**src/rtl/dk_pkg.sv**
```systemverilog
// rtl/dk_pkg.sv - shared types and screen/sprite constants for the DK sprite controllers
package dk_pkg;

    typedef enum logic [1:0] {
        S_STAND = 2'd0,
        S_THROW = 2'd1,
        S_WALK  = 2'd2
    } dk_state_t;

    localparam logic [1:0] SPR_STAND = 2'b00;
    localparam logic [1:0] SPR_SIDE  = 2'b01;

    localparam logic [9:0] H_ACTIVE = 10'd640;
    localparam logic [9:0] V_ACTIVE = 10'd480;
    localparam logic [9:0] SPRITE_W = 10'd64;
    localparam logic [9:0] SPRITE_H = 10'd32;

endpackage

```
**src/rtl/dk_frame_tick.sv**
```systemverilog
// rtl/dk_frame_tick.sv - one-cycle pulse at the start of vertical blank
module dk_frame_tick
    import dk_pkg::*;
(
    input  logic       clk,
    input  logic       rst_n,
    input  logic [9:0] vcount,
    output logic       frame_tick
);

    logic vblank;
    logic vblank_q;

    assign vblank = (vcount >= V_ACTIVE);

    always_ff @(posedge clk or negedge rst_n) begin
        if (!rst_n) begin
            vblank_q <= 1'b0;
        end else begin
            vblank_q <= vblank;
        end
    end

    assign frame_tick = vblank & ~vblank_q;

endmodule

```
**src/rtl/dk_motion_ctrl.sv**
```systemverilog
// rtl/dk_motion_ctrl.sv - DK pacing/throw controller; DK_WALK_ANIM_EN enables walk pose animation
module dk_motion_ctrl
    import dk_pkg::*;
#(
    parameter int X_MIN        = 16,
    parameter int X_MAX        = 576,
    parameter int Y_POS        = 24,
    parameter int STEP         = 2,
    parameter int STAND_FRAMES = 60,
    parameter int ANIM_FRAMES  = 8
) (
    input  logic       clk,
    input  logic       rst_n,
    input  logic [9:0] hcount,
    input  logic [9:0] vcount,
    input  logic       run,
    input  logic       barrel_ack,
    output logic [9:0] curr_h,
    output logic [9:0] curr_v,
    output logic [1:0] sprite_selec,
    output logic       bounds_draw,
    output logic       barrel_req
);

    localparam int          SCW    = $clog2(STAND_FRAMES + 1);
    localparam logic [10:0] XMIN11 = 11'(X_MIN);
    localparam logic [10:0] XMAX11 = 11'(X_MAX);
    localparam logic [10:0] STEP11 = 11'(STEP);

    dk_state_t        state, state_d;
    logic             dir, dir_d;
    logic [9:0]       h_d;
    logic [SCW-1:0]   stand_cnt, stand_cnt_d;
    logic             req_d;
    logic             run_q;
    logic             tick;
    logic             adv;
    logic [10:0]      h_right;
    logic [10:0]      h_left;
    logic [1:0]       walk_sel;

    dk_frame_tick u_frame_tick (
        .clk        (clk),
        .rst_n      (rst_n),
        .vcount     (vcount),
        .frame_tick (tick)
    );

    assign adv     = tick & run;
    // 11-bit sums so a step past either edge is detected instead of wrapping
    assign h_right = {1'b0, curr_h} + STEP11;
    assign h_left  = {1'b0, curr_h} - STEP11;

    always_comb begin
        state_d     = state;
        dir_d       = dir;
        h_d         = curr_h;
        stand_cnt_d = stand_cnt;
        req_d       = barrel_req;
        case (state)
            S_STAND: begin
                if (adv) begin
                    if (stand_cnt == SCW'(STAND_FRAMES - 1)) begin
                        stand_cnt_d = '0;
                        req_d       = 1'b1;
                        state_d     = S_THROW;
                    end else begin
                        stand_cnt_d = stand_cnt + 1'b1;
                    end
                end
            end
            S_THROW: begin
                // ack takes priority over a coincident tick: no step this cycle
                if (run && barrel_req && barrel_ack) begin
                    req_d   = 1'b0;
                    state_d = S_WALK;
                end
            end
            S_WALK: begin
                if (adv) begin
                    if (!dir) begin
                        if (h_right >= XMAX11) begin
                            h_d     = 10'(X_MAX);
                            dir_d   = 1'b1;
                            state_d = S_STAND;
                        end else begin
                            h_d = h_right[9:0];
                        end
                    end else begin
                        if ({1'b0, curr_h} < XMIN11 + STEP11) begin
                            h_d     = 10'(X_MIN);
                            dir_d   = 1'b0;
                            state_d = S_STAND;
                        end else begin
                            h_d = h_left[9:0];
                        end
                    end
                end
            end
            default: state_d = S_STAND;
        endcase
    end

    always_ff @(posedge clk or negedge rst_n) begin
        if (!rst_n) begin
            state      <= S_STAND;
            dir        <= 1'b0;
            curr_h     <= 10'(X_MIN);
            stand_cnt  <= '0;
            barrel_req <= 1'b0;
            run_q      <= 1'b0;
        end else begin
            state      <= state_d;
            dir        <= dir_d;
            curr_h     <= h_d;
            stand_cnt  <= stand_cnt_d;
            barrel_req <= req_d;
            if (tick) begin
                run_q <= run;
            end
        end
    end

`ifdef DK_WALK_ANIM_EN
    localparam int AW = $clog2(ANIM_FRAMES + 1);

    logic [AW-1:0] anim_cnt;
    logic          anim_phase;

    always_ff @(posedge clk or negedge rst_n) begin
        if (!rst_n) begin
            anim_cnt   <= '0;
            anim_phase <= 1'b0;
        end else if (state == S_THROW && state_d == S_WALK) begin
            anim_cnt   <= '0;
            anim_phase <= 1'b0;
        end else if (adv && state == S_WALK) begin
            if (anim_cnt == AW'(ANIM_FRAMES - 1)) begin
                anim_cnt   <= '0;
                anim_phase <= ~anim_phase;
            end else begin
                anim_cnt <= anim_cnt + 1'b1;
            end
        end
    end

    assign walk_sel = anim_phase ? SPR_STAND : SPR_SIDE;
`else
    assign walk_sel = SPR_SIDE;
`endif

    assign sprite_selec = (state == S_WALK) ? walk_sel : SPR_STAND;
    assign curr_v       = 10'(Y_POS);
    assign bounds_draw  = (hcount < H_ACTIVE) && (vcount < V_ACTIVE) && run_q;

endmodule

```
**config.mk**
```make
export PLATFORM = sky130hd
export DESIGN_NAME = dk_motion_ctrl
export DESIGN_NICKNAME = d
export VERILOG_FILES = /design/src/rtl/dk_pkg.sv /design/src/rtl/dk_frame_tick.sv /design/src/rtl/dk_motion_ctrl.sv
export SDC_FILE = /design/constraint.sdc
export NUM_CORES = 1
export LEC_CHECK = 0
export BUFFER_PORTS_ARGS = -buffer_cell sky130_fd_sc_hd__buf_2
export CAP_MARGIN = 20
export CORE_AREA = 2 2 47 70
export DETAILED_ROUTE_END_ITERATION = 10
export DIE_AREA = 0 0 49 72
export PLACE_DENSITY = 0.82
export SKIP_LAST_GASP = 1
export SLEW_MARGIN = 15
export SYNTH_ARGS = -nofsm -noshare
export SYNTH_HDL_FRONTEND = slang
export SYNTH_HIERARCHICAL = 1
export SYNTH_SLANG_ARGS = --single-unit
```
**constraint.sdc**
```tcl
create_clock -name clk -period 5.3 [get_ports clk]
set_clock_uncertainty 0.15 [all_clocks]
set_input_delay 1.06 -clock clk [delete_from_list [all_inputs] [get_ports clk]]
set_output_delay 1.06 -clock clk [all_outputs]
set_load 0.03 [all_outputs]
```
## After elaboration in Yosys (flattened, before gate mapping)

Cells that the tools add are included.

- Register bits after elaboration: 22
- Input port bits: 24
- Output and inout port bits: 24
- Logic and storage cells: 57

- Add/subtract/negate cells: 3
- Order comparisons: 5
- Equal/unequal tests: 9
- Mux-type cells: 20
- Bitwise gates (word level): 3
- Reductions and logical operators: 10

Operators by type and width:

| operator | count |
|---|---|
| 10-bit 2-to-1 mux | 3 |
| 2-bit 2-to-1 mux | 7 |
| 10-bit by 2-bit adder with 11-bit output, second input constant | 1 |
| 11-bit by 10-bit >= comparator with 1-bit output, second input constant | 1 |
| 10-bit by 9-bit >= comparator with 1-bit output, second input constant | 1 |
| 10-bit < comparator, second input constant | 1 |
| 10-bit by 5-bit < comparator with 1-bit output, second input constant | 1 |
| 10-bit by 9-bit < comparator with 1-bit output, second input constant | 1 |
| 10-bit by 2-bit subtractor with 10-bit output, second input constant | 1 |
| 2-bit != test, second input constant | 4 |
| 1-bit 2-to-1 mux | 7 |
| 6-bit by 1-bit adder with 6-bit output, second input constant | 1 |
| 6-bit equality test, second input constant | 1 |
| 6-bit 2-to-1 mux | 1 |
| 3-bit != test, second input constant | 2 |
| 2-bit case mux with 3 select lines | 1 |
| 6-bit AND reduction | 1 |
| 1-bit logical AND | 4 |
| 2-bit AND reduction | 2 |
| 4-bit AND reduction | 1 |
| 1-bit AND | 2 |
| 2-bit by 1-bit equality test with 1-bit output, second input constant | 1 |
| 2-bit equality test, second input constant | 1 |
| 2-bit logical NOT | 1 |
| 3 further kinds | 3 |

## Depth between registers and ports, before layout

- Word-level depth: 6
- Mapped depth: 8
- Gate-level depth less buffers: 8

## Hierarchy

Netlist, hierarchy kept.

Modules (own cells, without submodules):

| module | instances | cells each | area an instance (sq um) | sequential area each (sq um) |
|---|---|---|---|---|
| dk_motion_ctrl | 1 | 185 | 1,497.7 | 501.7 |
| dk_frame_tick | 1 | 3 | 48.8 | 25.0 |

## Least setup slack after synthesis

OpenSTA, ideal clock, no wires.

- Path kind: input to output
- Start point: input port hcount[8]
- End point: output port bounds_draw
- Data arrival time: 1,909 ps
- Data required time: 4,090 ps
- Path slack: 2,181 ps
- Cell stages on the path: 3
- Path buffers: 0
- Path through: o21ai_0 > nand2_1 > nor3_1

- Word-level cells in the longest chain between the ends: 3

Ends and longest elaborated chain:

| item | RTL line | RTL |
|---|---|---|
| start: declaration | dk_motion_ctrl.sv:14 | `input logic [9:0] hcount,` |
| 10-bit < comparator | dk_motion_ctrl.sv:154 | `assign bounds_draw = (hcount < H_ACTIVE) && (vcount < V_ACTIVE) && run_q;` |
| 1-bit logical AND (2 in a row) | dk_motion_ctrl.sv:154 |  |
| end: declaration | dk_motion_ctrl.sv:21 | `output logic bounds_draw,` |

Every way passes these cells.

## Final worst setup path

- Start point: input port vcount[8]
- End point: register stand_cnt[3]

- Word-level cells in the longest chain between the ends: 4

Ends and longest elaborated chain:

| item | RTL line | RTL |
|---|---|---|
| start: declaration | dk_motion_ctrl.sv:15 | `input logic [9:0] vcount,` |
| 10-bit by 9-bit >= comparator with 1-bit output | dk_frame_tick.sv:14 | `assign vblank = (vcount >= V_ACTIVE);` |
| net u_frame_tick.vblank | dk_frame_tick.sv:11 | `logic vblank;` |
| 1-bit AND | dk_frame_tick.sv:24 | `assign frame_tick = vblank & ~vblank_q;` |
| net tick | dk_motion_ctrl.sv:36 | `logic tick;` |
| 1-bit AND | dk_motion_ctrl.sv:49 | `assign adv = tick & run;` |
| 2-bit AND reduction (no line) | - |  |
| end signal: assignment | dk_motion_ctrl.sv:116 | `stand_cnt <= stand_cnt_d;` |
| end: declaration | dk_motion_ctrl.sv:33 | `logic [SCW-1:0] stand_cnt, stand_cnt_d;` |

The timed path passes the listed nets, and every way through them passes these cells.
A chain may end at the register's enable or synchronous reset.

==> reports/metrics.cfg <==
[status]
status = finished, final reports clean

[detailed_routing]
drt_first_iter_violations = 59
vias_per_cell = 5.91
vias = 1430
wirelength_um = 3320
drc = 0
first_pass_iters = 5
drtAntennaViolNets = 0
wire_per_inst_um = 13.7

[critical_path]
reg2regPathDepth = 7
critical_path.cell_chain = buf_2 -> a41o_1 -> nor2b_4 -> nand2_1 -> nor3_1 -> nand3_1 -> nor3_1 -> nor2_1
cp.buffers_inverters = 1
r2r_setup_slack_ps = 2770
required_ps = 5270
worstSetupEndpointType = flip-flop
crit_family = simple AND/OR/NAND/NOR gates
timing.rr.start = curr_h[1]
crit_path_max_incr_delay_ps = 560
crit_top_cell = nor3_1
path_class = primary input to flip-flop
setup.worst_path.start_class = primary input
crit_fanout = 6
crit_arrival_ps = 2940
slowest_stage = nor3_1
worstReg2RegEnd = curr_h[1]

[yosys]
synth_area_leaders = dfrtp_1 (32%), buf_4 (5.8%), o21ai_0 (5.5%), nand2_1 (3.9%), a21oi_1 (3.6%)
synth_top_area_share_pct = 32.4
ys_seq_elements = 21
synthXorXnorAreaFrac_pct = 2.27
ys_top_cells_by_count = dfrtp_1 (20), o21ai_0 (17), nand2_1 (16)
synth_ff_type = dfrtp_1
netlist_instances = 188
muxShareOfSynthArea_pct = 1.38
ys_warn_count = 6
synth-simple-area-share_pct = 25.1
synth_area_per_cell_um2 = 8.23
synth_seq_area_share_pct = 34.1
synth_fa_ha_area_share_pct = 2.43
syn_area_um2 = 1550
ys_types = 53
synth-compound-area-share_pct = 23.1
synth_edf_count = 0
async_flop_share_pct = 100
synth_top_family_by_area = simple AND/OR/NAND/NOR gates
yosysTopAreaCell = dfrtp_1
yosysMostFrequentCell = dfrtp_1

[flow_run]
cap_violations = 0

[sta]
fmax_mhz = 337
fin_setup_tns_ps = 0
drv_slew = 0
fin_crit_ps = 2970
timing.final.crit_share_pct = 56.0
hold-worst-slack_ps = 361
slew_headroom_pct = 50.5
worstMarginPinSlew_ps = 737
finalSetupViolCount = 0
hold_viol = 0
rsz0062_at_grt = no

[cts]
holdBufCountCts = 0
cts.sink_count = 21
cts_tree = yes
cts.clk_slew.worst_paths_ps = 80
post_cts_resize_count = 0
h-tree-depth = 1
cts_setup_buffers = 0
cts.path.max_buffers = 2
clk_latency_ps = 250
cts_root_buffer = clkbuf_8
cts_buffers = 3

[global_routing]
grt_util_all_layers_pct = 20.2
antenna_found_initial = 0
grt_pass1_vias = 1312
grt.overflow.total = 0
grt_pass1_wl_um = 5710
grt_start_max_net_pins = 22

[floorplan]
die_w_um = 49
die_area_um2 = 3530
core-area_um2 = 2910
io_pins = 48
rows = 24
die_y_um = 72
initial_core_util_pct = 53.1

[worst_hold_path]
hold_path_depth = 1
min_to = barrel_req
hold_path.startpoint = barrel_req
hp-class = flip-flop to flip-flop

[final_layout]
nets = 231
antenna_cells = 0
synthToLayoutAreaGrowth_pct = 6.47
finalNonFillerCells = 242
drive_gt1_share_pct = 17.2

[placement]
dp.cells = 238
io_buffers = 23
gp_congestion = 0.946
place.detailed.hpwl_um = 2370

[power]
power_density_nw_per_um2 = 223
p_leak_uw = 0.000745
ir_drop_uv = 125

layout make-up:
class                      instances  area (µm²)
clock buffer                       3        41.3
clock inverter                     1        5.00
fill                             284        1270
inverter                           7        26.3
multi-input combinational        148         883
sequential                        21         527
tap                               39        48.8
timing repair buffer              23         115
metal layers:
layer	part of all wire (%)	vias up	global-route usage (%)
li1	-	696	-
met1	41	655	24.6
met2	50	64	35.9
met3	5.4	15	2.26
met4	3.4	0	8.89
met5	0	-	0
metrics by stage:
step / power, µW / util [%] / cell area, µm² / worst slack, ps
2_1_floorplan: 254 / - / 1580 / 2180
3_3_place_gp: 264 / 54.9 / 1600 / 2040
3_5_place_dp: 267 / 54.9 / 1600 / 2050
4_1_cts: 374 / 56.5 / 1650 / 2310
5_1_grt: 392 / 56.5 / 1650 / 2050
6_report: 367 / 56.5 / 1650 / 2330
worst reg2reg max path, cell delays in order, from the launching register on:
cell and delay [ps]:
dfrtp_1 510, ha_1 310, and4_1 240, nand4_1 120, a21oi_1 520, a21oi_1 200
a211o_1 320, o21ai_0 80
kinds of logic after synthesis:
family                     Yosys count
and+or+nand+nor                     73
AOI/OAI and AO/OA                   54
buffers and inverters               29
DFF                                 21
xor gates and xnor gates             4
adders and majority gates            3
other                                2
muxes                                2
layout by cell type, fill, tap and decap left out, drive strengths merged, types with 2 or more instances in the layout:
| master | count |
|---|---|
| buf | 23 |
| dfrtp | 20 |
| o21ai | 19 |
| nand2 | 16 |
| nor2 | 14 |
| conb | 12 |
| a21oi | 11 |
| nor3 | 9 |
| inv | 7 |
| nand3 | 7 |
| nand4 | 5 |
| nor2b | 4 |
| a21o | 3 |
| and3 | 3 |
| and4 | 3 |
| ha | 3 |
| clkbuf | 3 |
| or4 | 3 |
| xnor2 | 2 |
| or3 | 2 |
| nand2b | 2 |
| o2111ai | 2 |
| xor2 | 2 |
| nor4 | 2 |
| a22o | 2 |
| a211oi | 2 |
| a221oi | 2 |
power by group:
part	total [µW]	internal, µW	switching (µW)
clock	103	52.2	51.2
combinational	63.8	25.6	38.2
sequential	200	179	20.4
total	367	257	110
worst max path at each step:
stage	start	cells after the start	to	slack, ps
2_1_floorplan	hcount[8]	3	bounds_draw	2180
3_3_place_gp	vcount[8]	8	stand_cnt[0]	2040
3_5_place_dp	vcount[8]	8	stand_cnt[0]	2050
4_1_cts	vcount[8]	8	stand_cnt[0]	2310
5_1_grt	vcount[5]	8	stand_cnt[0]	2050
6_report	vcount[8]	8	stand_cnt[3]	2330
registers in the layout (all words and copies together), names as in the netlist:
name / flops
run_q: 1
barrel_req: 1
u_frame_tick/vblank_q: 1
state: 2
dir: 1
curr_h: 9
stand_cnt: 6
No activity file was read; power rests on OpenSTA's default activity.
